## config.mk

```make
export PLATFORM = sky130hd
export DESIGN_NAME = encryption
export DESIGN_NICKNAME = d
export VERILOG_FILES = /design/src/rtl/encryption.sv
export SDC_FILE = /design/constraint.sdc
export NUM_CORES = 1
export LEC_CHECK = 0
export ABC_AREA = 0
export CAP_MARGIN = 20
export CORE_AREA = 4 4 89 100
export CTS_CLUSTER_DIAMETER = 60
export DETAILED_ROUTE_END_ITERATION = 10
export DIE_AREA = 0 0 93 104
export DONT_BUFFER_PORTS = 1
export GPL_TIMING_DRIVEN = 1
export PLACE_DENSITY_LB_ADDON = 0.3
export SYNTH_ARGS = -nofsm -noshare
export SYNTH_HDL_FRONTEND = slang
export SYNTH_SLANG_ARGS = --single-unit
```

## constraint.sdc

```tcl
create_clock -name clock -period 1.8 [get_ports clock]
set_input_delay 0.36 -clock clock [delete_from_list [all_inputs] [get_ports clock]]
set_output_delay 0.36 -clock clock [all_outputs]
set_load 0.02 [all_outputs]
```

## src/rtl/encryption.sv

```systemverilog
// Four-round 8-bit SPN cipher, one round per pipeline stage, one new key/data pair per cycle.
// e_data is forced to zero until the valid shift register has filled after reset.
module encryption (
    input  logic       clock,
    input  logic       reset,
    input  logic [7:0] key,
    input  logic [7:0] data,
    output logic [7:0] e_data,
    output logic       e_valid
);

    // Streaming datapath: no valid/ready handshake and no stall.
    // A pair is accepted on every rising edge. e_valid marks an e_data
    // value whose pair was sampled after the most recent reset.

    logic [7:0] x_q [1:4];
    logic [7:0] k_q [1:4];
    logic [3:0] valid_sr;

    function automatic logic [3:0] sbox(input logic [3:0] n);
        logic [3:0] s;
        case (n)
            4'h0: s = 4'hC;
            4'h1: s = 4'h5;
            4'h2: s = 4'h6;
            4'h3: s = 4'hB;
            4'h4: s = 4'h9;
            4'h5: s = 4'h0;
            4'h6: s = 4'hA;
            4'h7: s = 4'hD;
            4'h8: s = 4'h3;
            4'h9: s = 4'hE;
            4'hA: s = 4'hF;
            4'hB: s = 4'h8;
            4'hC: s = 4'h4;
            4'hD: s = 4'h7;
            4'hE: s = 4'h1;
            default: s = 4'h2;
        endcase
        return s;
    endfunction

    function automatic logic [7:0] round_fn(input logic [7:0] x, input logic [7:0] k);
        logic [7:0] t;
        logic [7:0] u;
        t = x ^ k;
        u = {sbox(t[7:4]), sbox(t[3:0])};
        return {u[6:0], u[7]};
    endfunction

    // Each stage carries its own key copy, so a key change never touches pairs in flight.
    function automatic logic [7:0] next_key(input logic [7:0] k, input logic [7:0] rc);
        return {k[4:0], k[7:5]} ^ rc;
    endfunction

    always_ff @(posedge clock) begin
        if (reset) begin
            for (int j = 1; j <= 4; j++) begin
                x_q[j] <= 8'h00;
                k_q[j] <= 8'h00;
            end
            valid_sr <= 4'b0000;
        end else begin
            x_q[1] <= round_fn(data, key);
            k_q[1] <= next_key(key, 8'd1);
            for (int j = 2; j <= 4; j++) begin
                x_q[j] <= round_fn(x_q[j-1], k_q[j-1]);
                k_q[j] <= next_key(k_q[j-1], 8'(j));
            end
            valid_sr <= {valid_sr[2:0], 1'b1};
        end
    end

    assign e_valid = valid_sr[3];
    assign e_data  = valid_sr[3] ? (x_q[4] ^ k_q[4]) : 8'h00;

endmodule

```

==> flow_summary.ini <==
[yosys]
synth-edff-count = 0
yosys.area.top_type = dfxtp_1
syn-num-nets = 377
ys_seq_elements = 68
yosys_warnings = 0
synth_top_area_frac = 0.3909
syn_area_um2 = 3482
synth.distinct_cells = 32
synth.avg_cell_area_um2 = 10.39
ys_async_sr_fraction = 0
ys.flop_type = dfxtp_1
syn_inst = 335
ys_seq_area_frac = 0.3909
synth_area_leaders = dfxtp_1 39%, mux2i_1 11%, ha_1 8.6%, nor2b_1 5.4%, xnor2_1 4.8%

[clocking]
clk_pin_slew_ns = 0.07
clock_latency_ns = 0.34
cts_resized = 0
post_cts_hold_buffer_count = 0
cts_tree = built
clock_path_buffers = 2
cts_buffers = 9
post-cts-setup-buffers = 0
cts_root_buf = clkbuf_8
cts_max_level = 3
clock_sinks = 68

[routing]
drt_iter0_markers = 28
ant_nets = 0
vias = 2184
wl_um = 5697
wl_per_cell_um = 12.44
drc = 0
dr.pass1.iters = 4
viasPerCell = 4.769

[placement]
dp_hpwl_um = 4315
port_buffers = 0
place.gp.congestion = 0.8373

[global_route]
met3_usage = 0.04414
antenna_found_initial = 0
grt-busiest-layer = met2
grt_usage = 0.1256
grt_pass1_vias = 2215
grtUsageMet1 = 0.1271
grt_pass1_wl_um = 9625
use_met2 = 0.2275
grt_max_degree = 45
overflow = 0

[floorplanning]
die_h_um = 104
dieArea_um2 = 9672
die_x_um = 93
core_um2 = 7828
ios = 27
initial_utilization = 0.4449
row_count = 34

[setup_path]
rrSetupSlack_ns = 0.22
critPathCaptureType = register
critPathMaxStageDelay_ns = 0.45
cpMaxStageDelayCell = mux4_2
start_kind = register
setup.worst_path.start = k_q[0][29]
critPathKind = register to register
crit_arrival_ns = 1.86
rr_startpoint = k_q[0][29]
rr_endpoint = x_q[0][39]
path_cells = xor2_1 -> ha_1 -> inv_1 -> mux4_2 -> nor2_1
rr_worst_depth = 5
critPathMaxFanout = 5
cp.required_ns = 2.08
setup.worst_path.end = x_q[0][39]

[finish]
multi_input_area_um2 = 1952
fillers = 729
syn_to_final_growth_pct = 9.881
final-seq-area_um2 = 1361
antenna_cells = 0
final_nets = 387
post-route-util = 0.4888
layout-drive-gt1-share = 0.1057

[sta]
finalSetupTns_ns = 0
finalSetupViolations = 0
finalHoldViolations = 0
clock.fmax_ghz = 0.6329
min_period_over_period = 0.8778
grt_setup_unrepaired = no
fin_skew_ns = 0.007774
maxSlewViolCount = 0
worst_pin_slew_ns = 0.5071
max-slew-margin-rel = 0.6608
min_period_ns = 1.580

[hold_path]
whs_path_depth = 1
hp-class = primary input to register

[pwr]
ir_worst_vdd_uv = 533.7
power.leakage_nw = 1.744
power_density_nw_per_um2 = 1284

[job]
maxCapViolCount = 0

[outcome]
status = finished clean
## area by class of cell
cell class / count / share of cell area
multi-input cells: 223 / 0.5101
flip-flops and latches: 68 / 0.3558
clock buffers: 11 / 0.03957
inverters: 39 / 0.03826
well taps: 108 / 0.03532
clock inverters: 5 / 0.01308
repair buffers: 4 / 0.007848
## power by group
group          switching [mW]  internal (mW)  total, mW  leakage, nW
registers               0.157           1.77       1.93        0.564
clock network           0.551          0.705       1.26        0.109
logic                   0.880          0.851       1.73         1.07
total                    1.59           3.33       4.91         1.74
## sequential cells by signal (all words and copies together), names as in the netlist
name	cells
x_q	32
valid_sr	4
k_q	32
## through the flow
stage	worst slack, ns	instances	hold slack, ns	total power, mW	instance area, um^2
floorplan	0.3223	335	0.4134	3.355	3482
detailed placement	0.2291	442	0.4289	3.697	3625
CTS	0.1975	458	0.06039	4.975	3826
global route	0.07220	458	0.05469	5.277	3826
finish	0.2199	458	0.08628	4.914	3826
global placement	0.2576	442	0.4173	3.639	3625
## layer usage
metal  wire, um  vias to the layer above
met3        284                       12
met5          0                        -
met1       2235                     1001
met4        110                        0
met2       3067                       39
li1           -                     1132
## worst min-delay path by stage
stage | start | to | slack [ns]
6_report | reset | k_q[0][12] | 0.09
4_1_cts | reset | k_q[0][20] | 0.06
2_1_floorplan | k_q[0][21] | k_q[0][24] | 0.41
3_5_place_dp | valid_sr[1] | valid_sr[2] | 0.43
3_3_place_gp | valid_sr[1] | valid_sr[2] | 0.42
5_1_grt | reset | k_q[0][10] | 0.05
## critical path: cells and delay by family, from the launching register on
family,cells,cell delay [ns]
simple gates,1,0.10
flops,1,0.38
buf+inv,1,0.04
mux,1,0.45
fa+ha+maj,1,0.22
xor+xnor,1,0.34
## kinds of logic (layout without fill, tap and decap cells)
family | count (synthesis) | after routing | share of synthesized area
buffers and inverters | 44 | 59 | 0.04851
flip-flops | 68 | 68 | 0.3909
AO/OA/AOI/OAI | 42 | 42 | 0.08408
multiplexers | 43 | 43 | 0.1301
XOR/XNOR | 43 | 43 | 0.1491
AND/OR/NAND/NOR | 71 | 71 | 0.1110
adder cells (fa/ha/maj) | 24 | 24 | 0.08624
## synthesized netlist by cell type (3+ instances only)
cell and number:
dfxtp_1 68, inv_1 38, mux2i_1 37, nor2b_1 30, ha_1 24, o22ai_1 19, xnor2_1 19, xor2_1 14
nor2_1 13, and2_1 11, nand2_1 10, o21ai_0 9, o32ai_1 6, or2_1 5, mux2_1 4, xnor2_4 4
buf_2 3, o22ai_2 3
## cells in the final DEF (no fill, tap or decap), drive strengths merged, types with 11 or more instances in the layout
cell / count
o22ai: 22
xor2: 18
clkbuf: 11
xnor2: 25
and2: 11
ha: 24
nor2b: 30
inv: 39
dfxtp: 68
mux2i: 37
nor2: 13
(Power assumes the default switching activity.)
